==> config.mk <==
export PLATFORM = sky130hd
export DESIGN_NAME = portb_arbiter_flat
export DESIGN_NICKNAME = d
export VERILOG_FILES = /design/src/rtl/portb_arbiter_if.sv /design/src/rtl/portb_arbiter.sv /design/src/flat_wrapper.sv
export SDC_FILE = /design/constraint.sdc
export NUM_CORES = 1
export LEC_CHECK = 0
export CAP_MARGIN = 0
export CORE_MARGIN = 8
export CORE_UTILIZATION = 37
export CTS_CLUSTER_DIAMETER = 60
export CTS_CLUSTER_SIZE = 25
export DETAILED_ROUTE_END_ITERATION = 12
export PLACE_DENSITY = 0.86
export SYNTH_ARGS = -nofsm -noshare
export SYNTH_HDL_FRONTEND = slang
export SYNTH_SLANG_ARGS = --single-unit
==> constraint.sdc <==
create_clock -name clk -period 2.53 [get_ports clk]
set_input_delay 0.253 -clock clk [delete_from_list [all_inputs] [get_ports clk]]
set_output_delay 0.253 -clock clk [all_outputs]
set_load 0.02 [all_outputs]
==> src/rtl/portb_arbiter_if.sv <==
// Port bundle for portb_arbiter: both requester ports plus the BRAM port-B side.
// master = requesters and memory model; slave = the arbiter itself.
interface portb_arbiter_if #(
  parameter int WIDTH = 16
);
  logic             req0;
  logic             req1;
  logic             we0;
  logic             we1;
  logic [WIDTH-1:0] addr0;
  logic [WIDTH-1:0] addr1;
  logic [WIDTH-1:0] wdata0;
  logic [WIDTH-1:0] wdata1;
  logic             gnt0;
  logic             gnt1;
  logic [WIDTH-1:0] rdata0;
  logic [WIDTH-1:0] rdata1;
  logic             rvalid0;
  logic             rvalid1;
  logic             mem_we;
  logic [WIDTH-1:0] mem_addr;
  logic [WIDTH-1:0] mem_data;
  logic [WIDTH-1:0] mem_q;

  modport master (
    output req0, req1, we0, we1, addr0, addr1, wdata0, wdata1, mem_q,
    input  gnt0, gnt1, rdata0, rdata1, rvalid0, rvalid1, mem_we, mem_addr, mem_data
  );

  modport slave (
    input  req0, req1, we0, we1, addr0, addr1, wdata0, wdata1, mem_q,
    output gnt0, gnt1, rdata0, rdata1, rvalid0, rvalid1, mem_we, mem_addr, mem_data
  );
endinterface

==> src/rtl/portb_arbiter.sv <==
// Two-requester round-robin arbiter for BRAM port B with burst limiting and a
// two-stage read-return pipeline (grant -> BRAM read -> rdata/rvalid).
module portb_arbiter #(
  parameter int WIDTH    = 16,
  parameter int MAXBURST = 8
) (
  input  logic           clk,
  input  logic           reset,
  portb_arbiter_if.slave bus
);
  localparam int            CW         = $clog2(MAXBURST + 1);
  localparam logic [CW-1:0] BURST_MAX  = CW'(MAXBURST);
  localparam logic [CW-1:0] BURST_LAST = CW'(MAXBURST - 1);

  typedef enum logic [1:0] {IDLE, OWN0, OWN1} state_t;

  state_t           r_state;
  state_t           w_next;
  logic             r_prio;
  logic [CW-1:0]    r_burst;
  logic             w_gnt0;
  logic             w_gnt1;
  logic             w_entry;
  logic             w_burst_done;
  logic             r_s1_valid;
  logic             r_s1_side;
  logic             r_rvalid0;
  logic             r_rvalid1;
  logic [WIDTH-1:0] r_rdata0;
  logic [WIDTH-1:0] r_rdata1;

  // The counter saturates at MAXBURST, so >= also yields to a competitor that
  // shows up after a long uncontested run.
  assign w_burst_done = (r_burst >= BURST_LAST);
  assign w_entry      = (w_next != r_state) && (w_next != IDLE);

  always_comb begin
    // NOTE: every signal written here gets a default first, so no path through
    // the case statement can leave one unassigned and infer a latch.
    w_next       = r_state;
    w_gnt0       = 1'b0;
    w_gnt1       = 1'b0;
    bus.mem_we   = 1'b0;
    bus.mem_addr = '0;
    bus.mem_data = '0;

    unique case (r_state)
      IDLE: begin
        if (bus.req0 && bus.req1) w_next = r_prio ? OWN1 : OWN0;
        else if (bus.req0)        w_next = OWN0;
        else if (bus.req1)        w_next = OWN1;
      end
      OWN0: begin
        w_gnt0 = bus.req0;
        if (!bus.req0)                     w_next = bus.req1 ? OWN1 : IDLE;
        else if (w_burst_done && bus.req1) w_next = OWN1;
      end
      OWN1: begin
        w_gnt1 = bus.req1;
        if (!bus.req1)                     w_next = bus.req0 ? OWN0 : IDLE;
        else if (w_burst_done && bus.req0) w_next = OWN0;
      end
      default: w_next = IDLE;
    endcase

    if (w_gnt0) begin
      bus.mem_we   = bus.we0;
      bus.mem_addr = bus.addr0;
      bus.mem_data = bus.wdata0;
    end else if (w_gnt1) begin
      bus.mem_we   = bus.we1;
      bus.mem_addr = bus.addr1;
      bus.mem_data = bus.wdata1;
    end
  end

  always_ff @(posedge clk or posedge reset) begin
    // NOTE: state registers use non-blocking assignments so every flop samples
    // the pre-edge values, independent of statement order.
    if (reset) begin
      r_state <= IDLE;
      r_prio  <= 1'b0;
      r_burst <= '0;
    end else begin
      r_state <= w_next;
      if (w_entry) begin
        r_prio  <= (w_next == OWN0);
        r_burst <= '0;
      end else if ((w_gnt0 || w_gnt1) && (r_burst != BURST_MAX)) begin
        r_burst <= r_burst + CW'(1);
      end
    end
  end

  // Stage 1 remembers which side issued a read; stage 2 captures mem_q.
  always_ff @(posedge clk or posedge reset) begin
    // NOTE: the rdata holding registers are reset too, so a discarded read can
    // never leak stale data out after reset.
    if (reset) begin
      r_s1_valid <= 1'b0;
      r_s1_side  <= 1'b0;
      r_rvalid0  <= 1'b0;
      r_rvalid1  <= 1'b0;
      r_rdata0   <= '0;
      r_rdata1   <= '0;
    end else begin
      r_s1_valid <= (w_gnt0 && !bus.we0) || (w_gnt1 && !bus.we1);
      r_s1_side  <= w_gnt1;
      r_rvalid0  <= r_s1_valid && !r_s1_side;
      r_rvalid1  <= r_s1_valid && r_s1_side;
      if (r_s1_valid && !r_s1_side) r_rdata0 <= bus.mem_q;
      if (r_s1_valid && r_s1_side)  r_rdata1 <= bus.mem_q;
    end
  end

  assign bus.gnt0    = w_gnt0;
  assign bus.gnt1    = w_gnt1;
  assign bus.rvalid0 = r_rvalid0;
  assign bus.rvalid1 = r_rvalid1;
  assign bus.rdata0  = r_rdata0;
  assign bus.rdata1  = r_rdata1;
endmodule

==> src/flat_wrapper.sv <==
// flat-port wrapper written by rule: the top's interface ports become plain ports
module portb_arbiter_flat 
#(
  parameter int WIDTH    = 16,
  parameter int MAXBURST = 8
)
  (clk, reset, bus_req0, bus_req1, bus_we0, bus_we1, bus_addr0, bus_addr1, bus_wdata0, bus_wdata1, bus_mem_q, bus_gnt0, bus_gnt1, bus_rdata0, bus_rdata1, bus_rvalid0, bus_rvalid1, bus_mem_we, bus_mem_addr, bus_mem_data);
  portb_arbiter_if #(.WIDTH(WIDTH)) bus_i ();
  input  logic clk;
  input  logic reset;
  input wire logic [$bits(bus_i.req0)-1:0] bus_req0;
  input wire logic [$bits(bus_i.req1)-1:0] bus_req1;
  input wire logic [$bits(bus_i.we0)-1:0] bus_we0;
  input wire logic [$bits(bus_i.we1)-1:0] bus_we1;
  input wire logic [$bits(bus_i.addr0)-1:0] bus_addr0;
  input wire logic [$bits(bus_i.addr1)-1:0] bus_addr1;
  input wire logic [$bits(bus_i.wdata0)-1:0] bus_wdata0;
  input wire logic [$bits(bus_i.wdata1)-1:0] bus_wdata1;
  input wire logic [$bits(bus_i.mem_q)-1:0] bus_mem_q;
  output wire logic [$bits(bus_i.gnt0)-1:0] bus_gnt0;
  output wire logic [$bits(bus_i.gnt1)-1:0] bus_gnt1;
  output wire logic [$bits(bus_i.rdata0)-1:0] bus_rdata0;
  output wire logic [$bits(bus_i.rdata1)-1:0] bus_rdata1;
  output wire logic [$bits(bus_i.rvalid0)-1:0] bus_rvalid0;
  output wire logic [$bits(bus_i.rvalid1)-1:0] bus_rvalid1;
  output wire logic [$bits(bus_i.mem_we)-1:0] bus_mem_we;
  output wire logic [$bits(bus_i.mem_addr)-1:0] bus_mem_addr;
  output wire logic [$bits(bus_i.mem_data)-1:0] bus_mem_data;
  assign bus_i.req0 = bus_req0;
  assign bus_i.req1 = bus_req1;
  assign bus_i.we0 = bus_we0;
  assign bus_i.we1 = bus_we1;
  assign bus_i.addr0 = bus_addr0;
  assign bus_i.addr1 = bus_addr1;
  assign bus_i.wdata0 = bus_wdata0;
  assign bus_i.wdata1 = bus_wdata1;
  assign bus_i.mem_q = bus_mem_q;
  assign bus_gnt0 = bus_i.gnt0;
  assign bus_gnt1 = bus_i.gnt1;
  assign bus_rdata0 = bus_i.rdata0;
  assign bus_rdata1 = bus_i.rdata1;
  assign bus_rvalid0 = bus_i.rvalid0;
  assign bus_rvalid1 = bus_i.rvalid1;
  assign bus_mem_we = bus_i.mem_we;
  assign bus_mem_addr = bus_i.mem_addr;
  assign bus_mem_data = bus_i.mem_data;
  portb_arbiter #(.WIDTH(WIDTH), .MAXBURST(MAXBURST)) u_core (.clk(clk), .reset(reset), .bus(bus_i));
endmodule
==> impl_metrics.tcl <==
set metrics [dict create \
    cts_sinks 43 \
    ys_ff_latch 43 \
    max_freq_ghz 0.431 \
    synth_ff_type "dfrtp_1" \
    reg2reg_to "u_core.r_burst[1]" \
    fillers 411 \
    critPathCaptureType "output pin" \
    grt-busiest-layer "met2" \
    crit_path_start_kind "input pin" \
    multi_input_area_sq_um 917 \
    gp_congestion 0.773 \
    drive_gt1_share_pct 13.9 \
    tightest_slew_ns 0.746 \
    hp-class "input pin to async pin" \
    rr_startpoint "u_core.r_burst[0]" \
    p_clk_share_pct 19.4 \
    nets 410 \
    yosys_warnings 0 \
    slew_headroom_pct 50.2 \
    track_usage_pct 17.6 \
    coreArea_sq_mm 0.00551 \
    status "complete, no violations" \
    hold_viol 0 \
    synth_area_leader_cell "dfrtp_1" \
    io_buffers 154 \
    grt_use_met2_pct 33.3 \
    cts_max_path_buffers 2 \
    final-seq-area_sq_mm 0.00108 \
    vias_per_cell 4.94 \
    grt_max_degree 44 \
    path_clk_slew_ns 0.08 \
    tns_ns 0 \
    peakVddDrop_v 0.000425 \
    layout_min_cycle_time_ns 2.32 \
    ys_async_sr_fraction_pct 100 \
    synth_nets 257 \
    critPathArrivalTime_ns 2.07 \
    io_pins 155 \
    wl_per_cell_um 19.1 \
    path_class "input pin to output pin" \
    setup_viol 0 \
    fin_cells 395 \
    synth_area_leaders "dfrtp_1 (51%), mux2_2 (17%), a22o_1 (14%), buf_2 (2.1%), inv_1 (1.6%)" \
    cts.repair.resized 0 \
    drt_pass1_iterations 4 \
    antenna_found_initial 1 \
    use_met1_pct 18.8 \
    post-place-cells 387 \
    cp.required_ns 2.28 \
    vias 1952 \
    ys_seq_area_share_pct 51.2 \
    drt_wl_total_mm 7.55 \
    htreeDepth 2 \
    fin_util_pct 69.8 \
    synth-edff-count 0 \
    start_util_pct 38.2 \
    grt_pass1_vias 2067 \
    syn_to_final_growth_pct 82.9 \
    clockRootBuffer "clkbuf_8" \
    post_cts_buffers 0 \
    power_switching_w 0.00103 \
    grt_pass1_wl_mm 11.8 \
    p_total_w 0.00316 \
    cts_tree "done" \
    clkLatencyLatePin_ns 0.28 \
    yosysTopAreaCellShare_pct 51.2 \
    reg2regPathDepth 5 \
    crit_path_max_fanout 38 \
    diodes 0 \
    rrSetupSlack_ns 0.77 \
    initialDrtViolationCount 37 \
    drc 0 \
    dieArea_sq_mm 0.00835 \
    hold_buffers 0 \
    pwr-share-comb_pct 46.9 \
    synth_cell_types 27 \
    grt.met3_usage_pct 4.53 \
    max_cap_viol_count 0 \
    gr-total-overflow 0 \
    swShare_pct 32.4 \
    cts_inserted_buffers 5 \
    p_int_w 0.00214 \
    fp-row-count 27 \
    p_leak_nw 1.59 \
    p_per_area_mw_per_mm2 823 \
    fp.dieH_um 91.4 \
    die_w_um 91.4 \
    period_share_pct 91.7 \
    rsz0062_at_grt "no" \
    seqPwrFrac_pct 33.8 \
    synth.avg_cell_area_sq_um 12.4 \
    finalMaxSlewViolations 0 \
    antenna_left 0 \
    synthCells 169 \
    finClkSkew_ns 0.00339 \
    hpwl_mm 6.06 \
    synth_area_sq_mm 0.00210 \
]
[stage by stage]
step | instance area [sq um] | setup slack (ns) | hold WS (ns)
finish | 3840 | 0.211 | 0.413
global route | 3840 | 0.124 | 0.450
CTS | 3840 | 0.222 | 0.420
detailed placement | 3710 | 0.233 | 0.491
global placement | 3710 | 0.249 | 0.488
floorplan | 2100 | 0.919 | 0.335
[placed cells by master, fill, tap and decap left out, types with 3 or more instances in the layout]
| cell type | n |
|---|---|
| clkdlybuf4s50_1 | 153 |
| dfrtp_1 | 43 |
| a22o_1 | 33 |
| mux2_2 | 32 |
| inv_1 | 9 |
| nand2_1 | 5 |
| clkbuf_8 | 5 |
| a21oi_1 | 3 |
| a31oi_1 | 3 |
| nor2b_1 | 3 |
| o21ai_0 | 3 |
| buf_4 | 3 |
[synth_stat cells (all sizes together), types with 3 or more instances]
cell type	instances
dfrtp	43
a22o	33
mux2	32
buf	12
inv	9
nand2	5
o21ai	4
a21oi	3
a31oi	3
nor2b	3
[worst max-delay path by stage]
stage                      start          endpoint  depth (start not counted)
6_report                bus_req0   bus_mem_addr[5]                          5
3_3_place_gp            bus_req0   bus_mem_data[1]                          5
3_5_place_dp            bus_req0   bus_mem_data[7]                          5
4_1_cts        u_core.r_state[1]   bus_mem_addr[9]                          4
5_1_grt        u_core.r_state[1]   bus_mem_addr[9]                          4
2_1_floorplan  u_core.r_state[1]  bus_mem_data[10]                          5
[critical path, cell delays in order]
cell	delay [ns]
clkdlybuf4s50_1	0.55
and3b_1	0.23
buf_12	0.21
a22o_1	0.18
clkdlybuf4s50_1	0.62
[state kept, by name, summed over array words and instances (netlist names)]
signal / cells
u_core.bus.rvalid1: 1
u_core.r_s1_valid: 1
u_core.r_state: 2
u_core.r_burst: 4
u_core.r_prio: 1
u_core.bus.rdata1: 16
u_core.bus.rdata0: 16
u_core.r_s1_side: 1
u_core.bus.rvalid0: 1
[per-layer routing]
metal,vias to the layer above,routed length [um],part of all wire (%)
met2,62,4190,55
met1,946,2850,38
met5,-,9,0.12
met3,12,360,4.8
li1,930,-,-
met4,2,142,1.9
[power by group through the flow]
stage | clock network, W | logic (W) | registers, W
2_1_floorplan | 0 | 0.000436 | 0.00134
3_3_place_gp | 0 | 0.00147 | 0.00107
3_5_place_dp | 0 | 0.00149 | 0.00108
4_1_cts | 0.000623 | 0.00150 | 0.00107
5_1_grt | 0.000655 | 0.00157 | 0.00111
6_report | 0.000612 | 0.00148 | 0.00107
[layout make-up]
cell class	count	area share [%]
tap	72	2.34
sequential	43	28.0
clock buffer	6	1.89
multi-input combinational	105	23.9
clock inverter	2	1.56
inverter	9	0.879
timing repair buffer	158	41.5
[cells by family (layout without fill, tap and decap cells)]
kind of cell	count (synthesis)	count (layout)	share of synthesized area [%]
AOI/OAI and AO/OA	49	49	18.7
xor gates and xnor gates	2	2	0.833
adders and majority gates	2	2	1.19
buffers and inverters	21	175	5.18
DFF	43	43	51.2
muxes	34	34	18.1
and+or+nand+nor	18	18	4.82
(Power assumes the default switching activity.)
